$ cat src/rtl/pong_pkg.sv
// rtl/pong_pkg.sv - shared Pong types and constants
//
// Holds the game state enumeration, the score width and the default
// win score / serve delay shared by score, display and ball blocks.
package pong_pkg;

    typedef enum logic [1:0] {
        ST_IDLE  = 2'd0,
        ST_SERVE = 2'd1,
        ST_PLAY  = 2'd2,
        ST_OVER  = 2'd3
    } state_t;

    localparam int SCORE_W            = 4;
    localparam int DEF_WIN_SCORE      = 9;
    localparam int DEF_SERVE_DELAY_MS = 1000;

    // Bits needed to count 0..delay-1, capped at 16.
    function automatic int delay_cnt_width(input int delay);
        int w;
        w = (delay < 2) ? 1 : $clog2(delay);
        return (w > 16) ? 16 : w;
    endfunction

endpackage

$ cat src/rtl/rise_detect.sv
// rtl/rise_detect.sv - single-flop rising-edge detector
//
// Ports:
//   clk   - system clock
//   reset - asynchronous active-low reset, clears the history flop
//   din   - level input, synchronous to clk
//   pulse - high for the one cycle in which din is high and was low
module rise_detect (
    input  logic clk,
    input  logic reset,
    input  logic din,
    output logic pulse
);

    logic hist;

    always_ff @(posedge clk or negedge reset) begin
        if (!reset) begin
            hist <= 1'b0;
        end else begin
            hist <= din;
        end
    end

    assign pulse = din & ~hist;

endmodule

$ cat src/rtl/score_keeper.sv
// rtl/score_keeper.sv - Pong score sequencer, serve timer and game-over detect
//
// Ports:
//   clk         - system clock
//   clk_1ms     - 1 ms tick level, synchronous to clk
//   reset       - asynchronous active-low reset
//   start       - start/restart button level
//   p1_goal     - player 1 scores (level from ball logic)
//   p2_goal     - player 2 scores (level from ball logic)
//   p1_score    - player 1 score, 0..WIN_SCORE
//   p2_score    - player 2 score, 0..WIN_SCORE
//   ball_active - high only while the ball is in play
//   serve_dir   - 0 serve toward player 1, 1 toward player 2
//   game_over   - high once a player reaches WIN_SCORE
//   winner      - 0 player 1 won, 1 player 2 won (valid with game_over)
module score_keeper
    import pong_pkg::*;
#(
    parameter int WIN_SCORE      = DEF_WIN_SCORE,
    parameter int SERVE_DELAY_MS = DEF_SERVE_DELAY_MS
) (
    input  logic               clk,
    input  logic               clk_1ms,
    input  logic               reset,
    input  logic               start,
    input  logic               p1_goal,
    input  logic               p2_goal,
    output logic [SCORE_W-1:0] p1_score,
    output logic [SCORE_W-1:0] p2_score,
    output logic               ball_active,
    output logic               serve_dir,
    output logic               game_over,
    output logic               winner
);

    localparam int                 CNT_W     = delay_cnt_width(SERVE_DELAY_MS);
    localparam logic [CNT_W-1:0]   CNT_LAST  = CNT_W'(SERVE_DELAY_MS - 1);
    localparam logic [SCORE_W-1:0] SCORE_WIN = SCORE_W'(WIN_SCORE);

    logic start_pulse, p1_pulse, p2_pulse, tick_pulse;
    logic start_e, p1_e, p2_e, tick_e;

    state_t             state;
    logic [CNT_W-1:0]   cnt;
    logic [SCORE_W-1:0] p1_next, p2_next;

    rise_detect u_rd_start (.clk(clk), .reset(reset), .din(start),   .pulse(start_pulse));
    rise_detect u_rd_p1    (.clk(clk), .reset(reset), .din(p1_goal), .pulse(p1_pulse));
    rise_detect u_rd_p2    (.clk(clk), .reset(reset), .din(p2_goal), .pulse(p2_pulse));
    rise_detect u_rd_tick  (.clk(clk), .reset(reset), .din(clk_1ms), .pulse(tick_pulse));

    // Edge pulses are registered once so the sequencer acts one cycle after
    // an input is first sampled high and no input reaches an output
    // through combinational logic.
    always_ff @(posedge clk or negedge reset) begin
        if (!reset) begin
            start_e <= 1'b0;
            p1_e    <= 1'b0;
            p2_e    <= 1'b0;
            tick_e  <= 1'b0;
        end else begin
            start_e <= start_pulse;
            p1_e    <= p1_pulse;
            p2_e    <= p2_pulse;
            tick_e  <= tick_pulse;
        end
    end

    assign p1_next = p1_score + SCORE_W'(1);
    assign p2_next = p2_score + SCORE_W'(1);

    always_ff @(posedge clk or negedge reset) begin
        if (!reset) begin
            state       <= ST_IDLE;
            cnt         <= '0;
            p1_score    <= '0;
            p2_score    <= '0;
            ball_active <= 1'b0;
            serve_dir   <= 1'b0;
            game_over   <= 1'b0;
            winner      <= 1'b0;
        end else begin
            case (state)
                ST_IDLE: begin
                    if (start_e) begin
                        state <= ST_SERVE;
                        cnt   <= '0;
                    end
                end

                // A tick arriving in the entry cycle was seen while still in
                // the previous state, so it is naturally not counted.
                ST_SERVE: begin
                    if (tick_e) begin
                        if (cnt == CNT_LAST) begin
                            state       <= ST_PLAY;
                            cnt         <= '0;
                            ball_active <= 1'b1;
                        end else begin
                            cnt <= cnt + CNT_W'(1);
                        end
                    end
                end

                ST_PLAY: begin
                    if (p1_e && p2_e) begin
                        // Tied goal: no point, same serve direction, re-serve.
                        state       <= ST_SERVE;
                        cnt         <= '0;
                        ball_active <= 1'b0;
                    end else if (p1_e) begin
                        p1_score    <= p1_next;
                        serve_dir   <= 1'b1;
                        cnt         <= '0;
                        ball_active <= 1'b0;
                        if (p1_next == SCORE_WIN) begin
                            state     <= ST_OVER;
                            game_over <= 1'b1;
                            winner    <= 1'b0;
                        end else begin
                            state <= ST_SERVE;
                        end
                    end else if (p2_e) begin
                        p2_score    <= p2_next;
                        serve_dir   <= 1'b0;
                        cnt         <= '0;
                        ball_active <= 1'b0;
                        if (p2_next == SCORE_WIN) begin
                            state     <= ST_OVER;
                            game_over <= 1'b1;
                            winner    <= 1'b1;
                        end else begin
                            state <= ST_SERVE;
                        end
                    end
                end

                ST_OVER: begin
                    if (start_e) begin
                        p1_score  <= '0;
                        p2_score  <= '0;
                        game_over <= 1'b0;
                        cnt       <= '0;
                        state     <= ST_SERVE;
                    end
                end

                default: begin
                    state       <= ST_IDLE;
                    ball_active <= 1'b0;
                end
            endcase
        end
    end

endmodule

$ cat config.mk
export PLATFORM = sky130hd
export DESIGN_NAME = score_keeper
export DESIGN_NICKNAME = d
export VERILOG_FILES = /design/src/rtl/pong_pkg.sv /design/src/rtl/rise_detect.sv /design/src/rtl/score_keeper.sv
export SDC_FILE = /design/constraint.sdc
export NUM_CORES = 1
export LEC_CHECK = 0
export ABC_AREA = 0
export ABC_CLOCK_PERIOD_IN_PS = 2200
export BUFFER_PORTS_ARGS = -buffer_cell sky130_fd_sc_hd__buf_2
export CAP_MARGIN = 20
export CORE_AREA = 2 2 94 60
export CTS_BUF_LIST = sky130_fd_sc_hd__clkbuf_16
export DETAILED_ROUTE_END_ITERATION = 10
export DIE_AREA = 0 0 96 62
export SKIP_CTS_REPAIR_TIMING = 1
export SYNTH_ARGS = -nofsm -noshare
export SYNTH_HDL_FRONTEND = slang
export SYNTH_SLANG_ARGS = --single-unit
$ cat constraint.sdc
create_clock -name clk -period 2.2 [get_ports clk]
set_input_delay 0.22 -clock clk [delete_from_list [all_inputs] [get_ports clk]]
set_output_delay 0.22 -clock clk [all_outputs]
set_load 0.02 [all_outputs]
Word-level counts from Yosys, hierarchy flattened
Cells that the tools add are included.
{ "op_classes": {"n_eq_ne": 19, "bitwise_logic": 9, "shifts": 0, "mux": 40, "div_mod_pow": 0, "n_mul": 0, "add_sub_neg": 3, "order_cmp": 0, "n_reduce_logical": 15} }
{ "ops": {"columns": ["operator", "count"], "rows": [
  ["$mux W10", 6],
  ["$pmux W10 S3", 1],
  ["$mux W4", 6],
  ["$mux W2", 8],
  ["$pmux W4 S2", 2],
  ["$mux W1", 14],
  ["$ne A2 B2 Y1 const B", 7],
  ["$reduce_and A4 Y1", 3],
  ["$add A10 B1 Y10 const B", 1],
  ["$eq A10 B10 Y1 const B", 1],
  ["$reduce_and A5 Y1", 2],
  ["$ne A3 B3 Y1 const B", 3],
  ["$add A4 B1 Y4 const B", 2],
  ["$eq A4 B4 Y1 const B", 2],
  ["$reduce_bool A2 Y1", 4],
  ["$pmux W2 S3", 1],
  ["$reduce_and A3 Y1", 2],
  ["$reduce_and A6 Y1", 1],
  ["$not A1 Y1", 5],
  ["$and A1 B1 Y1", 4],
  ["$eq A2 B2 Y1 const B", 2],
  ["$ne A2 B1 Y1 const B", 2],
  ["$ne A4 B4 Y1 const B", 1],
  ["$pmux W1 S2", 2],
  ["4 further kinds", 4]
]} }
{ "totals": {"elab_cells": 102, "mem_bits_rw": 0, "in_bits": 6, "rom_bits": 0, "latch_bits": 0, "regBits": 32, "n_memories": 0} }

Logic depth before layout (Yosys ltp)
Gate-level depths: netlist (run 1).
{ "depth": {"depth_word": 7, "ltp_mapped": 7, "depth_no_buf": 7} }

Modules after synthesis
A second synthesis (run 1) with hierarchy kept.
{ "hier_totals": {"hier_cells": 174, "hier_area_um2": 1729.2} }
{ "by_module_without_submodules": {"columns": ["mod", "cells_per_inst", "area_per_inst_um2", "seq_area_each_um2", "instances"], "rows": [
  ["score_keeper", 166, 1574.0, 700.7, 1],
  ["rise_detect", 2, 38.8, 25.0, 4]
]} }

Worst setup path before layout (run 1)
No wires, ideal clock.
{ "synth_timing": {"kind": "reg-to-reg", "start": "reg state[0]", "end": "reg p2_score[2]", "arrival_time_ns": 1.451, "period_less_slack_ns": 1.585, "n_path_buf": 1, "stages_incl_launch_ff": 7, "setup_ns": 0.134, "required_ns": 2.066, "setup_slack_ns": 0.615, "cell_sequence": "dfrtp_1 > ha_1 > buf_2 > o211ai_1 > nor2_1 > a21oi_1 > o22ai_1"} }
{ "synth_between": {"elab_chain_len": 3} }
{ "synth_lines": {"columns": ["element", "line_no", "rtl"], "rows": [
  ["start: declaration", "score_keeper.sv:43", "state_t state;"],
  ["start signal: assignment", "score_keeper.sv:74", "state <= ST_IDLE;"],
  ["start signal: assignment", "score_keeper.sv:86", "state <= ST_SERVE;"],
  ["start signal: assignment", "score_keeper.sv:96", "state <= ST_PLAY;"],
  ["$eq A2 B2 Y1", "score_keeper.sv:83", "case (state)"],
  ["$ne A2 B2 Y1 (no line) / $reduce_bool A2 Y1 (equally long branches)", null, null],
  ["$reduce_and A5 Y1 (no line)", null, null],
  ["end signal: assignment", "score_keeper.sv:124", "p2_score <= p2_next;"],
  ["end: declaration", "score_keeper.sv:29", "output logic [SCORE_W-1:0] p2_score,"]
]} }
Several ways; a longest one is shown, not always the timed one.
A chain may end at the register's enable or synchronous reset.

Worst setup path in the final report (run 1)
{ "layout_timing": {"start": "reg state[0]", "end": "reg p2_score[3]"} }
The elaborated chain is that of the path after synthesis.

==> impl_metrics.toml, run 1 <==
[clock_network]
clk_pin_slew_worst_paths_ns = 0.05
clockRootBuffer = "clkbuf_16"
numCtsBuffers = 5
clkLatencyLatePin_ns = 0.27
tritoncts = "yes"
clock_sinks = 32
clockBufferDepth = 2
h-tree-depth = 2

[cells_and_area]
fill_cells = 523
area_growth_pct = 17.6
diodes = 0
post-route-util_pct = 38.6
final_cell_count_no_fill = 269
fin_nets = 216
finalInstanceArea_um2 = 2020
drive_above_1_share_pct = 16.5

[sta]
slew_violations = 0
finalHoldViolCount = 0
fin_crit_sh_pct = 87.3
slew_headroom_pct = 51.9
fmax_ghz = 0.520
fin_crit_ns = 1.92
rsz0062_at_grt = "no"
worst_pin_slew_ns = 0.721
skew_ns = 0.00564
tns_ns = 0
whs_ns = 0.00456
setup_viol = 0

[route]
drtAntennaViolNets = 0
route.vias.total = 1318
drt-initial-drc-count = 65
postRouteWirelength_um = 3340
drtPass1Iterations = 4
drc = 0
avgRoutedWirePerCell_um = 12.4
via_per_inst = 4.90

[floorplan]
start_util_pct = 32.8
core_area_um2 = 5230
die_y_um = 62
ios = 18
num_rows = 21
die_w_um = 96
dieArea_um2 = 5950

[yosys]
synth_seq_cells = 32
synthArstFlopShare_pct = 100
ys_top_cells_by_area = "dfrtp_1 47%, ha_1 8.0%, nor2b_1 3.6%"
yosysTopAreaCell = "dfrtp_1"
synth_common_cells = "32 x dfrtp_1, 14 x nand2_1, 14 x nor2_1"
synth_area_per_cell_um2 = 9.70
synth_top_area_share_pct = 46.6
synthCells = 177
synth_edf_count = 0
netlist_area_um2 = 1720
ys_seq_area_share_pct = 46.6
synth_warnings = 0
synth_cell_types = 42
synth_nets = 194
yosysMostFrequentCell = "dfrtp_1"
synth_flop_cell = "dfrtp_1"

[placement]
dp.cells = 261
hpwlAfterDp_um = 2390
globalplace.congestion = 0.789
numPortBuffers = 17
place_area_um2 = 1880

[worst_hold_path]
min_path_type = "input port to async pin"

[outcome]
status = "finished, final reports clean"

[setup_path]
path_delay_family = "compound AO/OA/AOI/OAI gates"
critPathKind = "flop to flop"
crit_slowest_cell = "nor2_1"
path_max_fanout = 13
crit_required_ns = 2.39
path_cells = "inv_1 > ha_1 > o211ai_1 > nor2_1 > a21oi_1 > o22ai_1"
cp_slowest_stage_delay_ns = 0.43
cp-start-kind = "flop"
crit_buf_inv = 1
end_kind = "flop"
arrival_ns = 2.11

[global_route]
grt_pass1_vias = 1077
overflow = 0
grtUsageTotal_pct = 12.3
antenna_found_initial = 0
grt_pass1_wl_um = 5350
grt_max_degree = 33

[pwr]
power_leakage_nw = 0.942
p_per_area_nw_per_um2 = 1310
peakVddDrop_uv = 453

[run]
max_cap_violations = 0
## placed cells by master, fill, tap and decap left out, drive strengths merged, types with 2 or more instances in the layout
cell type	count
nor2	15
o21ai	22
o22ai	3
a21oi	5
o31ai	3
buf	18
clkbuf	5
mux2i	3
a31oi	3
o41ai	2
or3	2
nand2	14
nor3	3
ha	11
nand3b	4
and2	2
nand4	3
nand2b	5
or2	2
nand3	8
nor2b	10
dfrtp	32
inv	13
## layer usage
metal  vias to the layer above  global-route usage (%)  routed length [µm]
met2                        27                    13.9                1220
met3                         4                    4.10                 170
met1                       613                    19.8                1910
li1                        674                       -                   -
met4                         0                    5.51                  46
met5                         -                       0                   0
## sequential cells by signal (all words and copies together), names as in the netlist
signal,flops
cnt,10
p1_score,4
p2_score,4
state,2
ball_active,1
game_over,1
p1_e,1
p2_e,1
serve_dir,1
start_e,1
tick_e,1
u_rd_p1.hist,1
u_rd_p2.hist,1
u_rd_start.hist,1
u_rd_tick.hist,1
winner,1
## layout make-up
cell class | instances | area, µm² | area share (%)
clock buffers | 5 | 125 | 6.20
clock inverters | 3 | 11.3 | 0.558
inverters | 11 | 41.3 | 2.04
multi-input cells | 131 | 862 | 42.7
flip-flops and latches | 32 | 801 | 39.7
well taps | 69 | 86.3 | 4.28
repair buffers | 18 | 92.6 | 4.58
## where the power goes
part / leakage (nW) / switching (mW) / internal, mW / total [mW]
Combinational: 0.459 / 0.709 / 0.442 / 1.15
Sequential: 0.409 / 0.131 / 0.725 / 0.855
Clock: 0.0738 / 0.229 / 0.406 / 0.635
## path summary, 6_finish.rpt
check                                         start  cells past startpoint  slack [ns]                      end
setup / recovery               state[0]$_DFFE_PN0P_                      6        0.28  p2_score[3]$_DFFE_PN0P_
hold / removal                                reset                      1       0.005  p1_score[3]$_DFFE_PN0P_
setup reg to reg               state[0]$_DFFE_PN0P_                      6        0.28  p2_score[3]$_DFFE_PN0P_
hold reg to reg            u_rd_tick.hist$_DFF_PN0_                      1        0.39         tick_e$_DFF_PN0_
max in group asynchronous                     reset                      1        1.73           p2_e$_DFF_PN0_
min in group clk                            p2_goal                      1        0.06   u_rd_p2.hist$_DFF_PN0_
## per-stage QoR
stage	power (mW)	setup WS, ns
floorplan	1.71	0.615
global placement	2.00	0.251
detailed placement	2.02	0.295
CTS	2.67	0.280
global route	2.86	0.0582
finish	2.64	0.279
## cell families after synthesis
logic type	count (synthesis)	share of synthesized area, %
AOI/OAI and AO/OA	44	16.5
xor gates and xnor gates	1	0.510
adders and majority gates	11	8.02
DFF	32	46.6
and+or+nand+nor	72	23.5
muxes	3	1.75
buffers and inverters	14	3.13
Note: power is estimated with default switching activity, not from simulation.
==> run 2: changes to the inputs <==
Settings changed: MAX_ROUTING_LAYER set to met4.
==> run 2 against run 1 <==
  * Clock skew barely moved
  * Register-to-register slack barely moved
  * Critical path depth did not move
  * Die area did not move
  * Non-clock buffer count did not move
  * Sequential cell count did not move
==> impl_metrics.toml, run 2 (synthesis gave the netlist of run 1 again) <==
[global_route]
antenna_found_initial = 0
gr-usage-met3_pct = 4.10
grt_pass1_vias = 1076
overflow = 0
met1_usage_pct = 19.8
grt_busiest_layer = "met1"
met2_usage_pct = 13.9
grt_max_degree = 33
grtUsageTotal_pct = 12.7
grt_pass1_wl_um = 5340

[cells_and_area]
post-route-util_pct = 38.6
final_cell_count_no_fill = 269
diodes = 0
area_growth_pct = 17.6
top_regs = "cnt x10, p1_score x4, p2_score x4"
drive_above_1_share_pct = 16.5
fill_cells = 523
largest_reg_flops = 10
largest_register = "cnt"
fin_nets = 216
layout_commonest_cell = "dfrtp_1"
final_cell_mix = "32 x dfrtp_1, 17 x buf_2, 14 x nand2_1, 14 x nor2_1, 13 x inv_1"

[floorplan]
ios = 18
start_util_pct = 32.8
dieArea_um2 = 5950
die_y_um = 62
core_area_um2 = 5230
die_w_um = 96
num_rows = 21

[setup_path]
arrival_ns = 2.11
rr_startpoint = "state[0]$_DFFE_PN0P_"
path_cells = "inv_1 > ha_1 > o211ai_1 > nor2_1 > a21oi_1 > o22ai_1"
critPathKind = "flop to flop"
reg2reg_slack_ns = 0.28
startpoint = "state[0]$_DFFE_PN0P_"
path_max_fanout = 13
crit_required_ns = 2.39
crit_slowest_cell = "nor2_1"
end_kind = "flop"
cp-start-kind = "flop"
cp_slowest_stage_delay_ns = 0.43

[sta]
tns_ns = 0
worst_pin_slew_ns = 0.722
slew_headroom_pct = 51.9
skew_ns = 0.00562
finalHoldViolCount = 0
rsz0062_at_grt = "no"
fmax_ghz = 0.520
fin_crit_ns = 1.92
slew_violations = 0
fin_crit_sh_pct = 87.4
setup_viol = 0

[run]
max_cap_violations = 0

[clock_network]
clockRootBuffer = "clkbuf_16"
tritoncts = "yes"
h-tree-depth = 2
clkLatencyLatePin_ns = 0.27
numCtsBuffers = 5
clk_pin_slew_worst_paths_ns = 0.05
clock_sinks = 32
clockBufferDepth = 2

[route]
postRouteWirelength_um = 3340
drc = 0
avgRoutedWirePerCell_um = 12.4
route.vias.total = 1318
drtPass1Iterations = 4
drt-initial-drc-count = 69
via_per_inst = 4.90
drtAntennaViolNets = 0

[pwr]
peakVddDrop_uv = 453
power_leakage_nw = 0.942
p_per_area_nw_per_um2 = 1310

[outcome]
status = "finished, final reports clean"

[placement]
hpwlAfterDp_um = 2390
dp.cells = 261
numPortBuffers = 17
globalplace.congestion = 0.800

[worst_hold_path]
min_path_type = "input port to async pin"
## run 2: cell counts in the layout (fill, tap and decap cells not counted)
No cell type changed its count.
## run 2: cell type report
type	count	area [µm²]	area share (%)
Clock buffer	5	125	6.20
Clock inverter	3	11.3	0.558
Inverter	11	41.3	2.04
Multi-Input combinational cell	131	862	42.7
Sequential cell	32	801	39.7
Tap cell	69	86.3	4.28
Timing Repair Buffer	18	92.6	4.58
## run 2: per-layer routing
metal	part of all wire, %	vias to the layer above
li1	-	672
met1	57	614
met2	38	32
met3	4.5	0
met4	0	0
met5	0	-
## run 2: final timing paths
path                       depth (start not counted)                       to
max                                                6  p2_score[3]$_DFFE_PN0P_
min                                                1  p1_score[3]$_DFFE_PN0P_
max reg2reg                                        6  p2_score[3]$_DFFE_PN0P_
min reg2reg                                        1         tick_e$_DFF_PN0_
max in group asynchronous                          1           p2_e$_DFF_PN0_
min in group clk                                   1   u_rd_p2.hist$_DFF_PN0_
## run 2: power breakdown
group          switching [mW]  internal, mW
combinational           0.710         0.442
sequential              0.131         0.725
clock                   0.227         0.406
## run 2: metrics by stage
stage                     hold slack [ns]  area (µm²)  worst slack, ns  total power, mW
final                             0.00583        2020            0.277             2.64
after global routing               0.0550        2020           0.0583             2.86
after CTS                          0.0311        2020            0.280             2.67
after detailed placement            0.323        1880            0.295             2.02
after global placement              0.328        1880            0.251             2.00
after floorplan                   -0.0756        1720            0.615             1.71
## run 2: worst max-delay path: cells and delay by family, from the launching register on
| kind | cells | cell delay [ns] |
|---|---|---|
| simple gates | 1 | 0.43 |
| fa+ha+maj | 1 | 0.40 |
| buf+inv | 1 | 0.09 |
| flops | 1 | 0.41 |
| compound gates | 3 | 0.51 |
==> run 3: changes to the inputs <==
Settings changed: BUFFER_PORTS_ARGS -buffer_cell sky130_fd_sc_hd__buf_2 to -buffer_cell sky130_fd_sc_hd__buf_4.
==> run 3 against run 2 <==
  * Sequential share of layout area decreased by 1.5 points
  * Largest power group unchanged
  * Critical endpoint unchanged
  * Critical path type unchanged
  * Critical path depth did not move
  * Setup slack got worse by 0.034 ns
  * Core utilization is 1.5 points higher
==> impl_metrics.toml, run 3 (synthesis gave the netlist of run 1 again) <==
[outcome]
status = "finished, final reports clean"

[pwr]
p_per_area_nw_per_um2 = 1340
total_power_mw = 2.82
peakVddDrop_uv = 510
power_leakage_nw = 0.962

[floorplan]
dieArea_um2 = 5950
num_rows = 21
core_area_um2 = 5230
die_y_um = 62
die_w_um = 96
start_util_pct = 32.8
ios = 18

[sta]
worst_pin_slew_ns = 0.459
skew_ns = 0.00431
finalHoldViolCount = 0
fin_crit_sh_pct = 89.0
whs_ns = 0.0555
slew_violations = 0
tns_ns = 0
setup_slack_ns = 0.243
fin_crit_ns = 1.96
slew_headroom_pct = 69.3
rsz0062_at_grt = "no"
setup_viol = 0
fmax_ghz = 0.511

[clock_network]
clkLatencyLatePin_ns = 0.28
tritoncts = "yes"
h-tree-depth = 2
clockBufferDepth = 2
numCtsBuffers = 5
clockRootBuffer = "clkbuf_16"
clk_pin_slew_worst_paths_ns = 0.05
clock_sinks = 32

[setup_path]
critPathKind = "flop to flop"
crit_buf_inv = 1
rr_startpoint = "state[0]$_DFFE_PN0P_"
reg2reg_slack_ns = 0.24
cp_slowest_stage_delay_ns = 0.44
arrival_ns = 2.15
cp-start-kind = "flop"
end_kind = "flop"
path_delay_family = "compound AO/OA/AOI/OAI gates"
r2r_end = "p2_score[3]$_DFFE_PN0P_"
worstRegToRegCells = 6
path_cells = "inv_1 > ha_1 > o211ai_1 > nor2_1 > a21oi_1 > o22ai_1"
path_max_fanout = 13
crit_required_ns = 2.39
crit_slowest_cell = "nor2_1"

[placement]
numPortBuffers = 17
dp.cells = 261
globalplace.congestion = 0.758
place_area_um2 = 1930
place_worst_setup_slack_ns = 0.297
hpwlAfterDp_um = 2410

[cells_and_area]
regArea_um2 = 801
largest_register = "cnt"
drive_above_1_share_pct = 16.9
fill_cells = 518
top_regs = "cnt x10, p1_score x4, p2_score x4"
post-route-util_pct = 40.1
layout_commonest_cell = "dfrtp_1"
area_growth_pct = 22.2
diodes = 0
largest_reg_flops = 10
final_cell_count_no_fill = 270
finalInstanceArea_um2 = 2100
multi_input_area_um2 = 862
final_cell_mix = "32 x dfrtp_1, 18 x buf_4, 14 x nand2_1, 14 x nor2_1"
fin_nets = 217

[worst_hold_path]
min_path_type = "input port to flop"
min_to = "u_rd_tick.hist$_DFF_PN0_"
worstHoldStart = "clk_1ms"
holdPathStages = 1

[route]
route.vias.total = 1305
drtPass1Iterations = 4
drtAntennaViolNets = 0
via_per_inst = 4.83
drc = 0
avgRoutedWirePerCell_um = 12.4
drt-initial-drc-count = 66
postRouteWirelength_um = 3340

[global_route]
gr-usage-met3_pct = 3.62
antenna_found_initial = 0
grt_max_degree = 33
grt_pass1_vias = 1128
met2_usage_pct = 14.8
overflow = 0
met1_usage_pct = 19.4
grt_pass1_wl_um = 5460
grt_busiest_layer = "met1"
grtUsageTotal_pct = 12.9

[run]
max_cap_violations = 0
[run 3: worst max path at each step]
stage / from / to / slack [ns] / cells past startpoint
final: state[0]$_DFFE_PN0P_ / p2_score[3]$_DFFE_PN0P_ / 0.24 / 6
after global routing: state[0]$_DFFE_PN0P_ / p2_score[3]$_DFFE_PN0P_ / 0.01 / 6
after CTS: state[0]$_DFFE_PN0P_ / p2_score[3]$_DFFE_PN0P_ / 0.26 / 6
after detailed placement: state[0]$_DFFE_PN0P_ / p2_score[3]$_DFFE_PN0P_ / 0.30 / 6
after global placement: state[0]$_DFFE_PN0P_ / p2_score[3]$_DFFE_PN0P_ / 0.29 / 6
after floorplan: state[0]$_DFFE_PN0P_ / p2_score[2]$_DFFE_PN0P_ / 0.61 / 6
[run 3: area by class of cell]
| cell class | count | share of cell area (%) |
|---|---|---|
| Clock buffer | 5 | 5.96 |
| Clock inverter | 3 | 1.79 |
| Inverter | 11 | 1.97 |
| Multi-Input combinational cell | 131 | 41.1 |
| Sequential cell | 32 | 38.2 |
| Tap cell | 69 | 4.11 |
| Timing Repair Buffer | 19 | 6.92 |
[run 3: power by group]
part / switching (mW) / total [mW] / internal (mW) / leakage, nW
clock network: 0.239 / 0.764 / 0.525 / 0.0789
registers: 0.134 / 0.858 / 0.725 / 0.409
logic: 0.707 / 1.20 / 0.492 / 0.473
total: 1.08 / 2.82 / 1.74 / 0.962
[run 3: routing by layer]
metal | vias up | wire length, µm
li1 | 676 | -
met1 | 602 | 1900
met2 | 20 | 1230
met3 | 7 | 150
met4 | 0 | 69
met5 | - | 0
